$ cat config.mk
export PLATFORM = sky130hd
export DESIGN_NAME = desroteamento
export DESIGN_NICKNAME = d
export VERILOG_FILES = /design/src/rtl/desroteamento.sv
export SDC_FILE = /design/constraint.sdc
export NUM_CORES = 1
export LEC_CHECK = 0
export ABC_AREA = 1
export CORE_UTILIZATION = 43
export CTS_BUF_LIST = sky130_fd_sc_hd__clkbuf_4 sky130_fd_sc_hd__clkbuf_8
export CTS_CLUSTER_DIAMETER = 200
export DETAILED_ROUTE_END_ITERATION = 16
export GPL_ROUTABILITY_DRIVEN = 0
export PLACE_DENSITY_LB_ADDON = 0.08
export SYNTH_ARGS = -nofsm -noshare
export SYNTH_HDL_FRONTEND = slang
export SYNTH_SLANG_ARGS = --single-unit
$ cat constraint.sdc
create_clock -name clk -period 1.19 [get_ports clk]
set_input_delay 0.2975 -clock clk [delete_from_list [all_inputs] [get_ports clk]]
set_output_delay 0.2975 -clock clk [all_outputs]
set_load 0.005 [all_outputs]
$ cat src/rtl/desroteamento.sv
// -----------------------------------------------------------------------------
// desroteamento: 1-to-4 distributor with a valid/ready input handshake.
//
// One input word is steered into one of four registered output slots
// (A, B, C, D). Each slot holds its word with a valid flag until the slot's
// consumer acknowledges it. A full destination slot back-pressures the
// producer through in_ready. A slot that is being acknowledged in the current
// cycle may be refilled in that same cycle.
//
// Build option:
//   DESROTEAMENTO_ROUND_ROBIN_EN - when defined, SEL is ignored and the
//   destination comes from an internal 2-bit pointer. The pointer advances
//   (mod 4) on each accepted word only and waits on a full slot without
//   skipping it. When undefined, the destination is SEL and no pointer
//   logic exists. The port list is the same in both builds.
// -----------------------------------------------------------------------------
module desroteamento #(
  parameter int N_BITS = 4
) (
  input  logic              clk,
  input  logic              reset,
  input  logic [N_BITS-1:0] Entrada,
  input  logic [1:0]        SEL,
  input  logic              in_valid,
  output logic              in_ready,
  output logic [N_BITS-1:0] Saida_A,
  output logic [N_BITS-1:0] Saida_B,
  output logic [N_BITS-1:0] Saida_C,
  output logic [N_BITS-1:0] Saida_D,
  output logic [3:0]        out_valid,
  input  logic [3:0]        out_ack
);

  localparam int N_SLOTS = 4;

  // Slot storage: one word and one full flag per destination.
  logic [N_BITS-1:0] slot_data_q [N_SLOTS];
  logic [N_BITS-1:0] slot_data_d [N_SLOTS];
  logic [3:0]        slot_valid_q;
  logic [3:0]        slot_valid_d;

  // Destination index for the word currently presented.
  logic [1:0] target;

  // A word is taken when the producer offers it and the target can take it.
  // Accepts are ignored while reset is asserted.
  logic accept;

`ifdef DESROTEAMENTO_ROUND_ROBIN_EN
  // Round-robin destination pointer; SEL plays no part in this build.
  logic [1:0] ptr_q;
  logic [1:0] ptr_d;
  logic       sel_unused;

  assign sel_unused = ^SEL;
  assign target     = ptr_q;

  // Advance the pointer only on an accepted word, wrapping 3 -> 0.
  always_comb begin
    ptr_d = ptr_q;
    if (accept) begin
      ptr_d = ptr_q + 2'd1;
    end
  end

  // Pointer register with synchronous reset back to slot A.
  always_ff @(posedge clk) begin
    if (reset) begin
      ptr_q <= 2'd0;
    end else begin
      ptr_q <= ptr_d;
    end
  end
`else
  // Destination comes straight from the select input.
  assign target = SEL;
`endif

  // Ready depends only on the target slot's state and its ack, never on
  // in_valid, so the producer may look at it before committing a word.
  assign in_ready = !slot_valid_q[target] || out_ack[target];
  assign accept   = in_valid && in_ready && !reset;

  // Next-state for every slot: load on accept, clear flag on ack, else hold.
  always_comb begin
    // NOTE: every combinational output gets a default first so no path
    // leaves it unassigned; otherwise synthesis infers a latch.
    slot_valid_d = slot_valid_q;
    for (int i = 0; i < N_SLOTS; i++) begin
      slot_data_d[i] = slot_data_q[i];
    end

    for (int i = 0; i < N_SLOTS; i++) begin
      if (accept && (target == 2'(i))) begin
        // Load wins over a simultaneous ack: the slot stays full with the
        // new word.
        slot_data_d[i]  = Entrada;
        slot_valid_d[i] = 1'b1;
      end else if (slot_valid_q[i] && out_ack[i]) begin
        // Consumer took the word; data is left in place, only the flag drops.
        slot_valid_d[i] = 1'b0;
      end
    end
  end

  // Slot registers with synchronous reset; a word held at reset is discarded.
  always_ff @(posedge clk) begin
    // NOTE: sequential state is written with non-blocking assignments so all
    // registers update together from values sampled before the edge.
    if (reset) begin
      // NOTE: the slot data registers are reset as well as the flags because
      // the outputs must read zero after reset, not just be marked empty.
      slot_valid_q <= '0;
      for (int i = 0; i < N_SLOTS; i++) begin
        slot_data_q[i] <= '0;
      end
    end else begin
      slot_valid_q <= slot_valid_d;
      for (int i = 0; i < N_SLOTS; i++) begin
        slot_data_q[i] <= slot_data_d[i];
      end
    end
  end

  // Registered outputs map directly onto the slot storage.
  assign Saida_A   = slot_data_q[0];
  assign Saida_B   = slot_data_q[1];
  assign Saida_C   = slot_data_q[2];
  assign Saida_D   = slot_data_q[3];
  assign out_valid = slot_valid_q;

endmodule

; ---- Word-level counts from Yosys, hierarchy flattened
; Memories as Yosys holds them, arrays and structs flattened.
; Index checks and enable logic that the tools add are counted.
[word_totals]
memories = 1
mem_bits_rw = 16
out_inout_bits = 21
ff_bits = 4
input_bits = 13
elab_cells = 54
[memory_table]
columns = name, words, width, read_ports, rd_clocked_by_memory_dff, write_ports, line
row1 = slot_data_q, 4, 4, 4, 0, 4, 37  ; logic [N_BITS-1:0] slot_data_q [N_SLOTS];
[classes]
bitwise_logic = 4
magnitude_cmp = 1
muxes = 23
n_reduce_logical = 18
eq_ne = 3
[ops]
columns = cell, count
row1 = 4-bit two-way mux, 8
row2 = 1-bit two-way mux, 13
row3 = 1-bit logical AND, 10
row4 = 2-bit nonzero test, 4
row5 = 1-bit binary-select mux with 2-bit select, 2
row6 = 2-bit equality test (second input constant), 2
row7 = 1-bit bitwise OR, 4
row8 = 2-bit by 3-bit less-than comparator with 1-bit output (second input constant), 1
row9 = 2-bit by 1-bit equality test with 1-bit output (second input constant), 1
row10 = 1-bit zero test, 2
row11 = 2-bit zero test, 1
row12 = 1-bit logical OR, 1

; ---- Logic depth before layout (Yosys ltp)
; Gate-level depths: netlist of the first run.
[depth]
depth_word = 9
mapped_depth = 12

; ---- Worst setup path after synthesis of the first run
; Ideal clock, no wire load.
[synth_path]
path_type = input -> register
startpoint = input port SEL[0]
endpoint = memory slot_data_q[2][0]
t_required_ns = 1.126
t_arrival_ns = 1.190
path_slack_ns = -0.064
n_path_buf = 2
setup_ns = 0.064
cell_stages = 11
cell_sequence = buf_6 nor2_4 nand2_1 nand2_1 nor2_2 nand2_4 buf_8 nand3_4 nand2_1 inv_1 nor2_1
[synth_lines]
columns = item, line
row1 = start: declaration, 23  ; input logic [1:0] SEL,
row2 = end: declaration, 37

; ---- Worst setup path in the final report of the first run
[layout_path]
startpoint = register slot_valid_q[2] (netlist: out_valid[2])
endpoint = output port in_ready
[layout_between]
elab_chain_len = 4
[layout_lines]
columns = item, line
row1 = start: declaration, 39  ; logic [3:0] slot_valid_q;
row2 = start signal: assignment, 118  ; slot_valid_q <= slot_valid_d;
row3 = 1-bit binary-select mux with 2-bit select, 81  ; assign in_ready = !slot_valid_q[target] || out_ack[target];
row4 = 1-bit two-way mux (not written as such), 81
row5 = 1-bit zero test, 81
row6 = 1-bit logical OR, 81
row7 = end: declaration, 25  ; output logic in_ready,
; No other way between the ends. The select of a mux whose other input is x is not followed.

==> results.json, run 1 <==
{
  "run_status": "complete, but fails checks",
  "violations": "negative setup slack",
  "syn-cell-area_mm2": 0.00110,
  "slew_violations": 0,
  "rows": 17,
  "dieArea_mm2": 0.00276,
  "clkSlewWorstSetupHoldPaths_ns": 0.11,
  "ff2ff_path_depth": 11,
  "end_kind": "output port",
  "num_vias": 1181,
  "clk_latency_ns": 0.29,
  "overflow": 0,
  "num_antenna_cells": 0,
  "num_io_pins": 34,
  "die_width_um": 52.5,
  "power_per_cell_area_mw_per_mm2": 805,
  "ys.flop_type": "dfxtp_1",
  "hold_viol": 0,
  "route.detailed.drc": 0,
  "h-tree-depth": 1,
  "syn_nets": 182,
  "ys_seq_elements": 20,
  "postRouteAntennaNets": 0,
  "grt_max_degree": 21,
  "worst_slack_ns": -0.174,
  "placed_cell_area_mm2": 0.00154,
  "antenna_found_initial": 0,
  "numCtsBuffers": 3,
  "initial_utilization_pct": 47.4,
  "ff2ff_setup_slack_ns": -0.11,
  "place_ws_ns": -0.941,
  "max_clock_freq_mhz": 733,
  "holdPathEnd": "out_valid[0]",
  "setup_violations": 19,
  "min_path_cells": 4,
  "clockBufferDepth": 2,
  "syn_to_final_growth_pct": 59.3,
  "ir_worst_vdd_mv": 0.679,
  "cts_tree": "yes",
  "path_class": "flop to output port",
  "finalCoreUtilization_pct": 75.5,
  "holdBufCountCts": 0,
  "regArea_um2": 425,
  "crit_buf_inv": 1,
  "reg2reg_to": "slot_data_q[2][1]",
  "drt_wl_total_mm": 2.90,
  "cpPeakStageDelay_ns": 0.36,
  "required_ns": 0.89,
  "drive_above_1_share_pct": 34.7,
  "cap_viol_max_count": 0,
  "die_y_um": 52.5,
  "wl_per_cell_um": 11.7,
  "holdCritStartpoint": "out_ack[0]",
  "slowest_stage": "dfxtp_2",
  "path_cells": "nand2_2, nand2_1, nand2_1, nand2_2, nand2_4, buf_6",
  "worstPathArrival_ns": 1.07,
  "hold_class": "input port to flop",
  "fill_cells": 182,
  "whs_ns": 0.397,
  "fin_skew_ns": 0.00116,
  "finalCritPeriodShare_pct": 115,
  "crit_fanout": 2,
  "core_mm2": 0.00232,
  "worst_pin_slew_ns": 0.296,
  "cts_root_buf": "clkbuf_4",
  "multi_input_area_um2": 536,
  "post-route-cell-area_mm2": 0.00175,
  "cts_sinks": 20,
  "reg2reg_from": "out_valid[2]",
  "grt_pass1_vias": 1222,
  "grt_pass1_wl_mm": 4.87,
  "rsz0062_at_grt": "yes",
  "synth-edff-count": 0,
  "ys_types": 16,
  "synth_warnings": 0,
  "drt_pass1_iterations": 4,
  "leakagePower_nw": 0.875,
  "nNetsFinal": 233,
  "syn_area_per_cell_um2": 6.50,
  "slew_headroom_pct": 80.3,
  "period_needed_ns": 1.36,
  "critical-path-top-delay-family": "flip-flops",
  "synthCells": 169,
  "seq_area_frac_synth_pct": 36.4,
  "async_reset_ff_share_pct": 0,
  "cp-start-kind": "flop",
  "grt_usage_pct": 23.9,
  "avgViaCountPerCell": 4.78,
  "io_buffers": 33,
  "drt_iter0_drc": 23,
  "dp_hpwl_mm": 1.98
}
## state kept, by name, summed over array words and instances (netlist names)
name         flops
out_valid        4
slot_data_q     16
## report_power, final
part	switching (W)	internal, W
combinational	0.000158	0.000150
clock	0.000208	0.000186
sequential	0.0000113	0.000696
## cell families after synthesis
logic type | count (synthesis) | synth area share, %
compound gates | 4 | 1.82
buf+inv | 51 | 19.9
flops | 20 | 36.4
simple gates | 94 | 41.8
## layout by cell type, fill, tap and decap left out, types with 6 or more instances in the layout
cell type	instances
inv_1	42
nand2_1	39
dfxtp_2	20
nor2_1	17
nand4_1	16
clkdlybuf4s15_1	16
buf_4	12
nand2_2	10
buf_6	7
clkdlybuf4s50_1	6
## synth_stat cells (2+ instances only)
| master | count | area share, % |
|---|---|---|
| nand2_1 | 49 | 17 |
| inv_1 | 43 | 15 |
| buf_6 | 2 | 2.0 |
| dfxtp_1 | 20 | 36 |
| a21oi_1 | 4 | 1.8 |
| nor2_1 | 18 | 6.1 |
| inv_2 | 2 | 0.68 |
| nor2_2 | 2 | 1.1 |
| clkbuf_1 | 2 | 0.68 |
| nand3_1 | 4 | 1.8 |
| nand3_4 | 3 | 4.8 |
| nand4_1 | 16 | 9.1 |
## per-layer routing
layer  track usage, %  wire (µm)  up-vias
met5                0          0        -
met1             25.9       1230      527
met3             4.35        155        6
met2             45.6       1460       39
met4             7.89         59        0
li1                 -          -      609
## final cells by class
cell class	instances	share of cell area, %
Sequential cell	20	24.3
Timing Repair Buffer	52	31.4
Clock buffer	4	2.07
Tap cell	28	2.00
Inverter	45	9.65
Multi-Input combinational cell	98	30.6
## worst min-delay path: stages
cell and delay, ns:
dlygate4sd2_1 0.22, inv_1 0.04, nand2_1 0.05, a21oi_1 0.05
## metrics by stage
step,total power (W),setup TNS [ns],instances
floorplan,0.000858,-0.503,169
global placement,0.000998,-14.65,238
detailed placement,0.00101,-16.76,238
global route,0.00148,-3.18,247
CTS,0.00141,-1.09,247
finish,0.00141,-1.37,247
## worst max-delay path by stage
| stage | slack (ns) | from | endpoint | cells past startpoint |
|---|---|---|---|---|
| after floorplan | -0.04 | SEL[0] | slot_data_q[2][0] | 11 |
| after global placement | -0.86 | SEL[1] | in_ready | 7 |
| after detailed placement | -0.94 | SEL[1] | in_ready | 7 |
| after CTS | -0.18 | out_valid[1] | in_ready | 6 |
| after global routing | -0.22 | out_valid[2] | in_ready | 6 |
| final | -0.17 | out_valid[2] | in_ready | 6 |
## what timing repair did
| action | CTS | global route |
|---|---|---|
| gates resized for setup | 88 | 27 |
| pin swaps | 39 | 6 |
| cloned | 2 | 0 |
| buffers inserted | 3 | 1 |
| setup endpoints to repair | 41 | 38 |
Note: power is estimated with default switching activity, not from simulation.
==> run 2: changes to the inputs <==
--- a/config.mk
+++ b/config.mk
@@ -12,6 +12,7 @@
 export DETAILED_ROUTE_END_ITERATION = 16
 export GPL_ROUTABILITY_DRIVEN = 0
 export PLACE_DENSITY_LB_ADDON = 0.08
+export SLEW_MARGIN = 15
 export SYNTH_ARGS = -nofsm -noshare
 export SYNTH_HDL_FRONTEND = slang
 export SYNTH_SLANG_ARGS = --single-unit
==> results of run 2 <==
Same layout as run 1: the final DEF is identical, and so are final timing and power.
==> run 3: changes to the inputs <==
==> config.mk (replaced) <==
export PLATFORM = sky130hd
export DESIGN_NAME = desroteamento
export DESIGN_NICKNAME = d
export VERILOG_FILES = /design/src/rtl/desroteamento.sv
export SDC_FILE = /design/constraint.sdc
export NUM_CORES = 1
export LEC_CHECK = 0
export ABC_AREA = 1
export CORE_UTILIZATION = 41
export CTS_CLUSTER_DIAMETER = 200
export DETAILED_ROUTE_END_ITERATION = 16
export GPL_ROUTABILITY_DRIVEN = 0
export PLACE_DENSITY_LB_ADDON = 0.08
export SLEW_MARGIN = 20
export SYNTH_ARGS = -nofsm -noshare
export SYNTH_HDL_FRONTEND = slang
export SYNTH_SLANG_ARGS = --single-unit
==> run 3 against run 2 <==
  * The flow still finishes with violations (negative setup slack)
  * Non-clock buffer count stayed put
  * Total power shrank 6.5%
  * Sequential share of layout area rose by 1.1 points
  * Global-route usage fell by 2.6 points
  * Clock-buffer cell count fell by 1
==> results.json, run 3 (same netlist as run 1, synthesis figures left out) <==
{
  "grt_max_degree": 21,
  "cpPeakStageDelay_ns": 0.35,
  "core_mm2": 0.00250,
  "avgViaCountPerCell": 4.69,
  "postRouteAntennaNets": 0,
  "whs_ns": 0.429,
  "num_io_pins": 34,
  "fill_cells": 219,
  "finalCoreUtilization_pct": 67.1,
  "place_ws_ns": -0.928,
  "antenna_found_initial": 0,
  "num_antenna_cells": 0,
  "grt_pass1_vias": 1054,
  "cp-start-kind": "flop",
  "initial_utilization_pct": 43.9,
  "drt_iter0_drc": 37,
  "hold_class": "input port to flop",
  "end_kind": "output port",
  "power_per_cell_area_mw_per_mm2": 785,
  "period_needed_ns": 1.39,
  "cap_viol_max_count": 0,
  "rsz0062_at_grt": "yes",
  "leakagePower_nw": 0.841,
  "fin_setup_tns_ns": -1.97,
  "nNetsFinal": 233,
  "worst_pin_slew_ns": 0.285,
  "cpMostUsedCell": "nand2_1",
  "fin_skew_ns": 0.00534,
  "route.detailed.drc": 0,
  "finalCritPeriodShare_pct": 116,
  "ir_worst_vdd_mv": 0.640,
  "num_vias": 1164,
  "required_ns": 0.89,
  "cts_root_buf": "clkbuf_4",
  "rows": 18,
  "dieArea_mm2": 0.00289,
  "dp_hpwl_mm": 1.99,
  "critical-path-top-delay-family": "flip-flops",
  "worstPathArrival_ns": 1.09,
  "grt_pass1_wl_mm": 4.36,
  "wl_per_cell_um": 11.5,
  "clk_latency_ns": 0.30,
  "holdBufCountCts": 0,
  "drive_above_1_share_pct": 30.7,
  "die_width_um": 53.8,
  "hold_viol": 0,
  "cts_sinks": 20,
  "io_buffers": 33,
  "slew_violations": 0,
  "layout_common_cells": "nand2_1, inv_1, dfxtp_2",
  "slew_headroom_pct": 81.0,
  "crit_fanout": 2,
  "run_status": "complete, but fails checks",
  "path_class": "flop to output port",
  "top_register": "slot_data_q",
  "clkSlewWorstSetupHoldPaths_ns": 0.10,
  "placed_cells": 242,
  "worst_slack_ns": -0.195,
  "cts_tree": "yes",
  "crit_buf_inv": 1,
  "setup_violations": 22,
  "clockBufferDepth": 2,
  "syn_to_final_growth_pct": 52.7,
  "drt_wl_total_mm": 2.86,
  "grt_usage_pct": 21.3,
  "numCtsBuffers": 3,
  "die_y_um": 53.8,
  "slowest_stage": "dfxtp_2",
  "max_clock_freq_mhz": 722,
  "layout_commonest_cell": "nand2_1",
  "drt_pass1_iterations": 4,
  "h-tree-depth": 1,
  "violations": "negative setup slack",
  "path_cells": "nand2_1, nand2_1, nand2_1, nand2_2, nand2_4, buf_2",
  "fin_cells": 248,
  "largest_reg_flops": 16,
  "overflow": 0
}
## run 3: final timing paths
check | start | end | slack [ns] | cells after the start
max | out_valid[0] | in_ready | -0.20 | 6
max reg2reg | out_valid[1] | slot_data_q[2][2] | -0.13 | 11
min | out_ack[2] | out_valid[2] | 0.43 | 4
min reg2reg | slot_data_q[0][0] | slot_data_q[0][0] | 0.51 | 4
## run 3: through the flow
stage                     instance area (µm²)  total power (W)
after floorplan                          1100         0.000858
after global placement                   1550         0.000998
after detailed placement                 1550          0.00100
after CTS                                1590          0.00132
after global routing                     1680          0.00139
final                                    1680          0.00132
## run 3: repair_timing
item	in CTS	in global routing
endpoints found under the setup margin	41	31
gates cloned	0	1
endpoints found under the hold margin	0	0
buffers inserted	0	2
pin swaps	6	5
gates resized for setup	89	17
## run 3: cell type report
| type | instances | area [µm²] | area share (%) |
|---|---|---|---|
| inverters | 45 | 169 | 10.1 |
| flip-flops and latches | 20 | 425 | 25.4 |
| well taps | 30 | 37.5 | 2.24 |
| multi-input cells | 98 | 514 | 30.6 |
| repair buffers | 52 | 509 | 30.4 |
| clock buffers | 3 | 22.5 | 1.34 |
## run 3: report_power, final
part	internal [W]	switching [W]
registers	0.000696	0.0000113
clock network	0.000118	0.000198
logic	0.000143	0.000151
## run 3: metal layers
metal,vias up,track usage [%],wire length [µm]
met4,0,8.77,46
li1,604,-,-
met3,5,5.37,146
met1,520,24.1,1240
met2,35,37.4,1430
met5,-,0,0
## run 3: worst reg2reg max path: cells and delay by family, from the launching register on
kind	cells	cell delay, ns
buf+inv	3	0.31
flops	1	0.34
simple gates	8	0.62
